[config.mk]
export PLATFORM = sky130hd
export DESIGN_NAME = scc68070_dma
export DESIGN_NICKNAME = d
export VERILOG_FILES = /design/src/rtl/scc68070_dma.sv
export SDC_FILE = /design/constraint.sdc
export NUM_CORES = 1
export LEC_CHECK = 0
export ABC_CLOCK_PERIOD_IN_PS = 6000
export BUFFER_PORTS_ARGS = -buffer_cell sky130_fd_sc_hd__buf_2
export CORE_ASPECT_RATIO = 2
export CORE_UTILIZATION = 40
export DETAILED_ROUTE_END_ITERATION = 6
export REMOVE_ABC_BUFFERS = 1
export SLEW_MARGIN = 10
export SYNTH_ARGS = -nofsm -noshare
export SYNTH_HDL_FRONTEND = slang
export SYNTH_SLANG_ARGS = --single-unit
[constraint.sdc]
create_clock -name clk -period 6 [get_ports clk]
set_clock_uncertainty 0.1 [all_clocks]
set_input_delay 0.9 -clock clk [delete_from_list [all_inputs] [get_ports clk]]
set_output_delay 0.9 -clock clk [all_outputs]
set_load 0.02 [all_outputs]
[src/rtl/scc68070_dma.sv]
// rtl/scc68070_dma.sv - two-channel word DMA controller with CPU hold/idle bus arbitration
module scc68070_dma #(
    parameter int CLK_DIV_UNUSED = 0
) (
    input  logic        clk,
    input  logic        reset,
    input  logic        reg_cs,
    input  logic [5:1]  reg_addr,
    input  logic        reg_write,
    input  logic        reg_uds,
    input  logic        reg_lds,
    input  logic [15:0] reg_wdata,
    output logic [15:0] reg_rdata,
    output logic        cpu_hold,
    input  logic        cpu_idle,
    output logic        bus_as,
    output logic        bus_uds,
    output logic        bus_lds,
    output logic        bus_write,
    output logic [23:1] bus_addr,
    output logic [15:0] bus_wdata,
    input  logic [15:0] bus_rdata,
    input  logic        bus_ack,
    input  logic [1:0]  dev_req,
    output logic [1:0]  dev_ack,
    input  logic [15:0] dev_rdata0,
    input  logic [15:0] dev_rdata1,
    output logic [15:0] dev_wdata,
    output logic [1:0]  irq
);
    localparam int unused_clk_div = CLK_DIV_UNUSED;

    localparam logic [1:0] S_IDLE = 2'd0;
    localparam logic [1:0] S_HOLD = 2'd1;
    localparam logic [1:0] S_BUS  = 2'd2;
    localparam logic [1:0] S_DONE = 2'd3;

    logic [1:0]  r_state;
    logic        r_ch;
    logic        r_cur_dir;
    logic [1:0]  r_coc;
    logic [1:0]  r_act;
    logic [1:0]  r_dir;
    logic [1:0]  r_ie;
    logic [1:0]  r_abort;
    logic [15:0] r_mtc [2];
    logic [23:1] r_mar [2];
    logic [15:0] r_wdata;
    logic [15:0] r_rdata;

    logic        w_wr;
    logic        w_wch;
    logic [3:0]  w_widx;
    logic [1:0]  w_elig;
    logic        w_bus;
    logic [15:0] w_rdata;

    assign w_wr   = reg_cs & reg_write;
    assign w_wch  = reg_addr[5];
    assign w_widx = reg_addr[4:1];
    // A channel with an abort pending is no longer offered to the arbiter.
    assign w_elig = r_act & dev_req & ~r_abort;
    assign w_bus  = (r_state == S_BUS);

    always_ff @(posedge clk) begin
        if (reset) begin
            r_state   <= S_IDLE;
            r_ch      <= 1'b0;
            r_cur_dir <= 1'b0;
            r_coc     <= '0;
            r_act     <= '0;
            r_dir     <= '0;
            r_ie      <= '0;
            r_abort   <= '0;
            r_wdata   <= '0;
            r_rdata   <= '0;
            for (int c = 0; c < 2; c++) begin
                r_mtc[c[0]] <= '0;
                r_mar[c[0]] <= '0;
            end
        end else begin
            for (int c = 0; c < 2; c++) begin
                if (w_wr && (w_wch == c[0])) begin
                    case (w_widx)
                        4'd0: if (reg_uds && reg_wdata[15]) r_coc[c[0]] <= 1'b0;
                        4'd1: if (reg_uds) begin
                            r_dir[c[0]] <= reg_wdata[14];
                            r_ie[c[0]]  <= reg_wdata[13];
                            if (reg_wdata[15] && !r_act[c[0]]) begin
                                if (r_mtc[c[0]] != 16'd0) r_act[c[0]] <= 1'b1;
                                else                      r_coc[c[0]] <= 1'b1;
                            end
                            if (reg_wdata[12] && r_act[c[0]]) r_abort[c[0]] <= 1'b1;
                        end
                        4'd2: if (!r_act[c[0]]) begin
                            if (reg_uds) r_mtc[c[0]][15:8] <= reg_wdata[15:8];
                            if (reg_lds) r_mtc[c[0]][7:0]  <= reg_wdata[7:0];
                        end
                        4'd3: if (!r_act[c[0]] && reg_lds) r_mar[c[0]][23:16] <= reg_wdata[7:0];
                        4'd4: if (!r_act[c[0]]) begin
                            if (reg_uds) r_mar[c[0]][15:8] <= reg_wdata[15:8];
                            if (reg_lds) r_mar[c[0]][7:1]  <= reg_wdata[7:1];
                        end
                        default: ;
                    endcase
                end
                if ((r_state == S_IDLE) && r_abort[c[0]]) begin
                    r_act[c[0]]   <= 1'b0;
                    r_coc[c[0]]   <= 1'b1;
                    r_abort[c[0]] <= 1'b0;
                end
                // Placed after the register write so the word completion wins a same-cycle collision.
                if ((r_state == S_DONE) && (r_ch == c[0])) begin
                    r_mar[c[0]] <= r_mar[c[0]] + 23'd1;
                    r_mtc[c[0]] <= r_mtc[c[0]] - 16'd1;
                    if (r_mtc[c[0]] == 16'd1) begin
                        r_act[c[0]] <= 1'b0;
                        r_coc[c[0]] <= 1'b1;
                    end
                end
            end

            case (r_state)
                S_IDLE: begin
                    if (w_elig[0]) begin
                        r_ch      <= 1'b0;
                        r_cur_dir <= r_dir[0];
                        r_state   <= S_HOLD;
                    end else if (w_elig[1]) begin
                        r_ch      <= 1'b1;
                        r_cur_dir <= r_dir[1];
                        r_state   <= S_HOLD;
                    end
                end
                S_HOLD: begin
                    if (cpu_idle) begin
                        r_wdata <= r_ch ? dev_rdata1 : dev_rdata0;
                        r_state <= S_BUS;
                    end
                end
                S_BUS: begin
                    if (bus_ack) begin
                        if (r_cur_dir) r_rdata <= bus_rdata;
                        r_state <= S_DONE;
                    end
                end
                default: r_state <= S_IDLE;
            endcase
        end
    end

    always_comb begin
        w_rdata = '0;
        if (reg_cs) begin
            case (w_widx)
                4'd0:    w_rdata = {r_coc[w_wch], 3'b000, r_act[w_wch], 11'd0};
                4'd1:    w_rdata = {1'b0, r_dir[w_wch], r_ie[w_wch], 13'd0};
                4'd2:    w_rdata = r_mtc[w_wch];
                4'd3:    w_rdata = {8'd0, r_mar[w_wch][23:16]};
                4'd4:    w_rdata = {r_mar[w_wch][15:1], 1'b0};
                default: w_rdata = '0;
            endcase
        end
    end

    assign reg_rdata = w_rdata;
    assign cpu_hold  = (r_state != S_IDLE);
    assign bus_as    = w_bus;
    assign bus_uds   = w_bus;
    assign bus_lds   = w_bus;
    assign bus_write = w_bus & ~r_cur_dir;
    assign bus_addr  = w_bus ? r_mar[r_ch] : '0;
    assign bus_wdata = r_wdata;
    assign dev_ack   = (r_state == S_DONE) ? (r_ch ? 2'b10 : 2'b01) : 2'b00;
    assign dev_wdata = r_rdata;
    assign irq       = r_coc & r_ie;
endmodule

==> impl_metrics.json <==
{
  "syn_to_final_growth_pct": 18.86,
  "cts_inserted_buffers": 17,
  "pwr-share-clk_pct": 43.0,
  "synth_compound_area_share_pct": 17.49,
  "grt_pass1_wl_mm": 41.15,
  "wl_mm": 27.09,
  "cp.arrival_ns": 2.85,
  "final_common_cell": "buf_2",
  "n_antenna_cell": 0,
  "coreArea_sq_um": 19370,
  "cap_violations": 0,
  "setup_tns_ns": 0,
  "critPathCapture": "reg_rdata[3]",
  "fillCellCount": 1897,
  "port_buffers": 158,
  "syn_avg_cell_area_sq_um": 9.307,
  "drtAntennaViolNets": 0,
  "cp_slowest_cell": "nor4b_4",
  "hold_viol": 0,
  "clkSinkCount": 125,
  "drt-pass1-iter-count": 5,
  "die_h_microns": 200.7,
  "reg2reg_depth": 8,
  "grt_overflow": 0,
  "synth_xor_area_share_pct": 7.213,
  "cts_max_path_buffers": 2,
  "clk_pin_slew_worst_paths_ns": 0.06,
  "routabilityCongestion": 0.9225,
  "post_drt_wl_per_cell_microns": 21.63,
  "wl_met1_mm": 9.678,
  "dp_hpwl_mm": 20.68,
  "min_period_ns": 3.845,
  "slew_viol_final": 0,
  "critPathLaunchType": "primary input",
  "h-tree-depth": 4,
  "netlist_area_sq_um": 7893,
  "hold_path_class": "reg -> reg",
  "post_cts_buffers": 0,
  "rsz0062_at_grt": "false",
  "yosys_warnings": 0,
  "power.density_nw_per_um2": 232.8,
  "vdd_drop_max_mv": 0.1819,
  "highest_layer": "met4",
  "root_buffer": "clkbuf_16",
  "path_max_fanout": 14,
  "cp.depth": 7,
  "path_buf_inv": 3,
  "start_util_pct": 40.75,
  "cts_tree": "yes",
  "grt_max_degree": 49,
  "synth_fa_ha_area_share_pct": 1.902,
  "placed_area_sq_um": 8859,
  "route.met2.wl_mm": 13.60,
  "synthSimpleGateAreaFrac_pct": 20.86,
  "fp.dieArea_sq_um": 20330,
  "critPathTopFamily": "simple AND/OR/NAND/NOR gates",
  "io_pins": 159,
  "p_int_mw": 1.568,
  "synth.distinct_cells": 67,
  "switching_power_uw": 615.8,
  "viasPerCell": 5.832,
  "nNetsFinal": 1071,
  "die_w_microns": 101.3,
  "ys_seq_area_share_pct": 41.60,
  "synth-edff-count": 78,
  "crit_type": "in -> out",
  "cts_resized": 0,
  "tightestPinTransition_ns": 1.174,
  "synth.area.mux_share_pct": 7.118,
  "synth_top_family_by_area": "simple AND/OR/NAND/NOR gates",
  "slowest_delay_ns": 0.73,
  "p_sw_share_pct": 28.20,
  "cpMostUsedCell": "buf_2",
  "drt_iter0_markers": 516,
  "finalSetupViolCount": 0,
  "crit_start": "reg_addr[2]",
  "end_kind": "output pin",
  "clk_latency_ns": 0.43,
  "layout_common_cells": "buf_2 (158), nand2_1 (110), nor2_1 (86), edfxtp_1 (78), mux2i_1 (55)",
  "fin_area_sq_um": 9382,
  "worstPathRequired_ns": 5.00,
  "vias": 7302,
  "rows": 72,
  "max_slew_margin_pct": 20.89,
  "globalRouteTotalUtil_pct": 27.56,
  "grt_pass1_vias": 7199,
  "antenna_found_initial": 0,
  "ys_ff_latch": 125,
  "async_flop_share_pct": 0,
  "rr_endpoint": "r_mar[0][21]",
  "wl_met3_mm": 1.529,
  "drive_above_1_share_pct": 22.66,
  "finalCritPeriodShare_pct": 64.09,
  "ctsHoldBuffers": 0,
  "leakagePower_nw": 3.427,
  "rrSetupSlack_ns": 3.17,
  "pwr-share-seq_pct": 46.6,
  "path_cells": "buf_2 > nor4b_4 > buf_4 > a22o_1 > a211oi_1 > a311oi_1 > buf_2",
  "synth_cells": 848,
  "regToRegStartpoint": "r_ch",
  "drc_errors": 0,
  "combinationalPowerShare_pct": 10.4,
  "fmax_mhz": 260.1,
  "synthFlopType": "edfxtp_1",
  "status": "completed"
}
[power by group through the flow]
stage          clock network (mW)  registers (mW)  logic, mW
6_report                    0.939            1.02      0.227
5_1_grt                     0.984            1.02      0.246
4_1_cts                     0.949            1.02      0.226
3_5_place_dp                    0            1.03      0.225
3_3_place_gp                    0            1.03      0.224
2_1_floorplan                   0            1.02      0.117
[sequential cells by signal, summed over array words and instances (netlist names), named ones only]
register,cells
r_ch,1
bus_wdata,16
r_cur_dir,1
dev_wdata,16
r_state,2
r_ie,2
r_act,2
r_dir,2
r_coc,2
r_mar,46
r_abort,2
r_mtc,32
[per-stage QoR]
step | cells | power [mW] | hold slack, ns | util [%] | worst slack (ns)
after floorplan | 789 | 1.132 | 0.3427 | - | 1.271
after detailed placement | 1220 | 1.260 | 0.3430 | 45.74 | 2.086
after CTS | 1252 | 2.192 | 0.3513 | 48.44 | 2.207
final | 1252 | 2.184 | 0.3510 | 48.44 | 2.155
after global routing | 1252 | 2.251 | 0.3681 | 48.44 | 2.095
after global placement | 1220 | 1.258 | 0.3394 | 45.74 | 2.181
[layer usage]
| layer | GRT usage [%] | vias up |
|---|---|---|
| met4 | 22.52 | 0 |
| li1 | - | 3418 |
| met5 | 0 | - |
| met1 | 28.87 | 3417 |
| met2 | 47.13 | 364 |
| met3 | 4.596 | 103 |
[cell type report]
cell class	instances	area, sq um	share of cell area [%]
Clock buffer	19	432.9	4.615
Inverter	11	41.29	0.4401
Tap cell	259	324.1	3.454
Timing Repair Buffer	172	895.9	9.549
Clock inverter	13	90.09	0.9603
Sequential cell	125	3283	35.00
Multi-Input combinational cell	653	4314	45.99
[worst min-delay path: cells and delay by family, from the launching register on]
kind | cells | cell delay (ns)
flip-flops | 1 | 0.31
AND/OR/NAND/NOR | 1 | 0.05
AO/OA/AOI/OAI | 1 | 0.05
[cell families (layout without fill, tap and decap cells)]
group                    count (synthesis)  in the layout
AND/OR/NAND/NOR                        321            321
flip-flops                             125            125
multiplexers                            56             56
AO/OA/AOI/OAI                          199            199
XOR/XNOR                                65             65
adder cells (fa/ha/maj)                 12             12
buffers and inverters                   70            215
[cell usage after synthesis (all sizes together), types with 8 or more instances]
cell type	number	area [sq um]
nand2	110	412.9
nor2	87	329.1
edfxtp	78	2342
mux2i	55	550.5
dfxtp	47	940.9
a21oi	39	195.2
a211oi	35	262.8
xor2	34	297.8
clkbuf	31	116.4
xnor2	31	271.5
o22ai	29	181.4
buf	28	143.9
nand3	27	135.1
o21ai	26	133.9
a22o	21	183.9
nor4	17	140.1
nand4	14	102.6
ha	12	150.1
nor3	11	76.33
inv	10	37.54
a311oi	9	78.83
and3	8	50.05
[worst min path at each step]
stage | cells after the start | from | to
4_1_cts | 2 | dev_wdata[1] | dev_wdata[1]
5_1_grt | 2 | dev_wdata[1] | dev_wdata[1]
3_3_place_gp | 2 | dev_wdata[14] | dev_wdata[14]
3_5_place_dp | 2 | dev_wdata[1] | dev_wdata[1]
6_report | 2 | dev_wdata[1] | dev_wdata[1]
2_1_floorplan | 2 | r_abort[0] | r_abort[0]
Power figures use the tool's default switching activity.
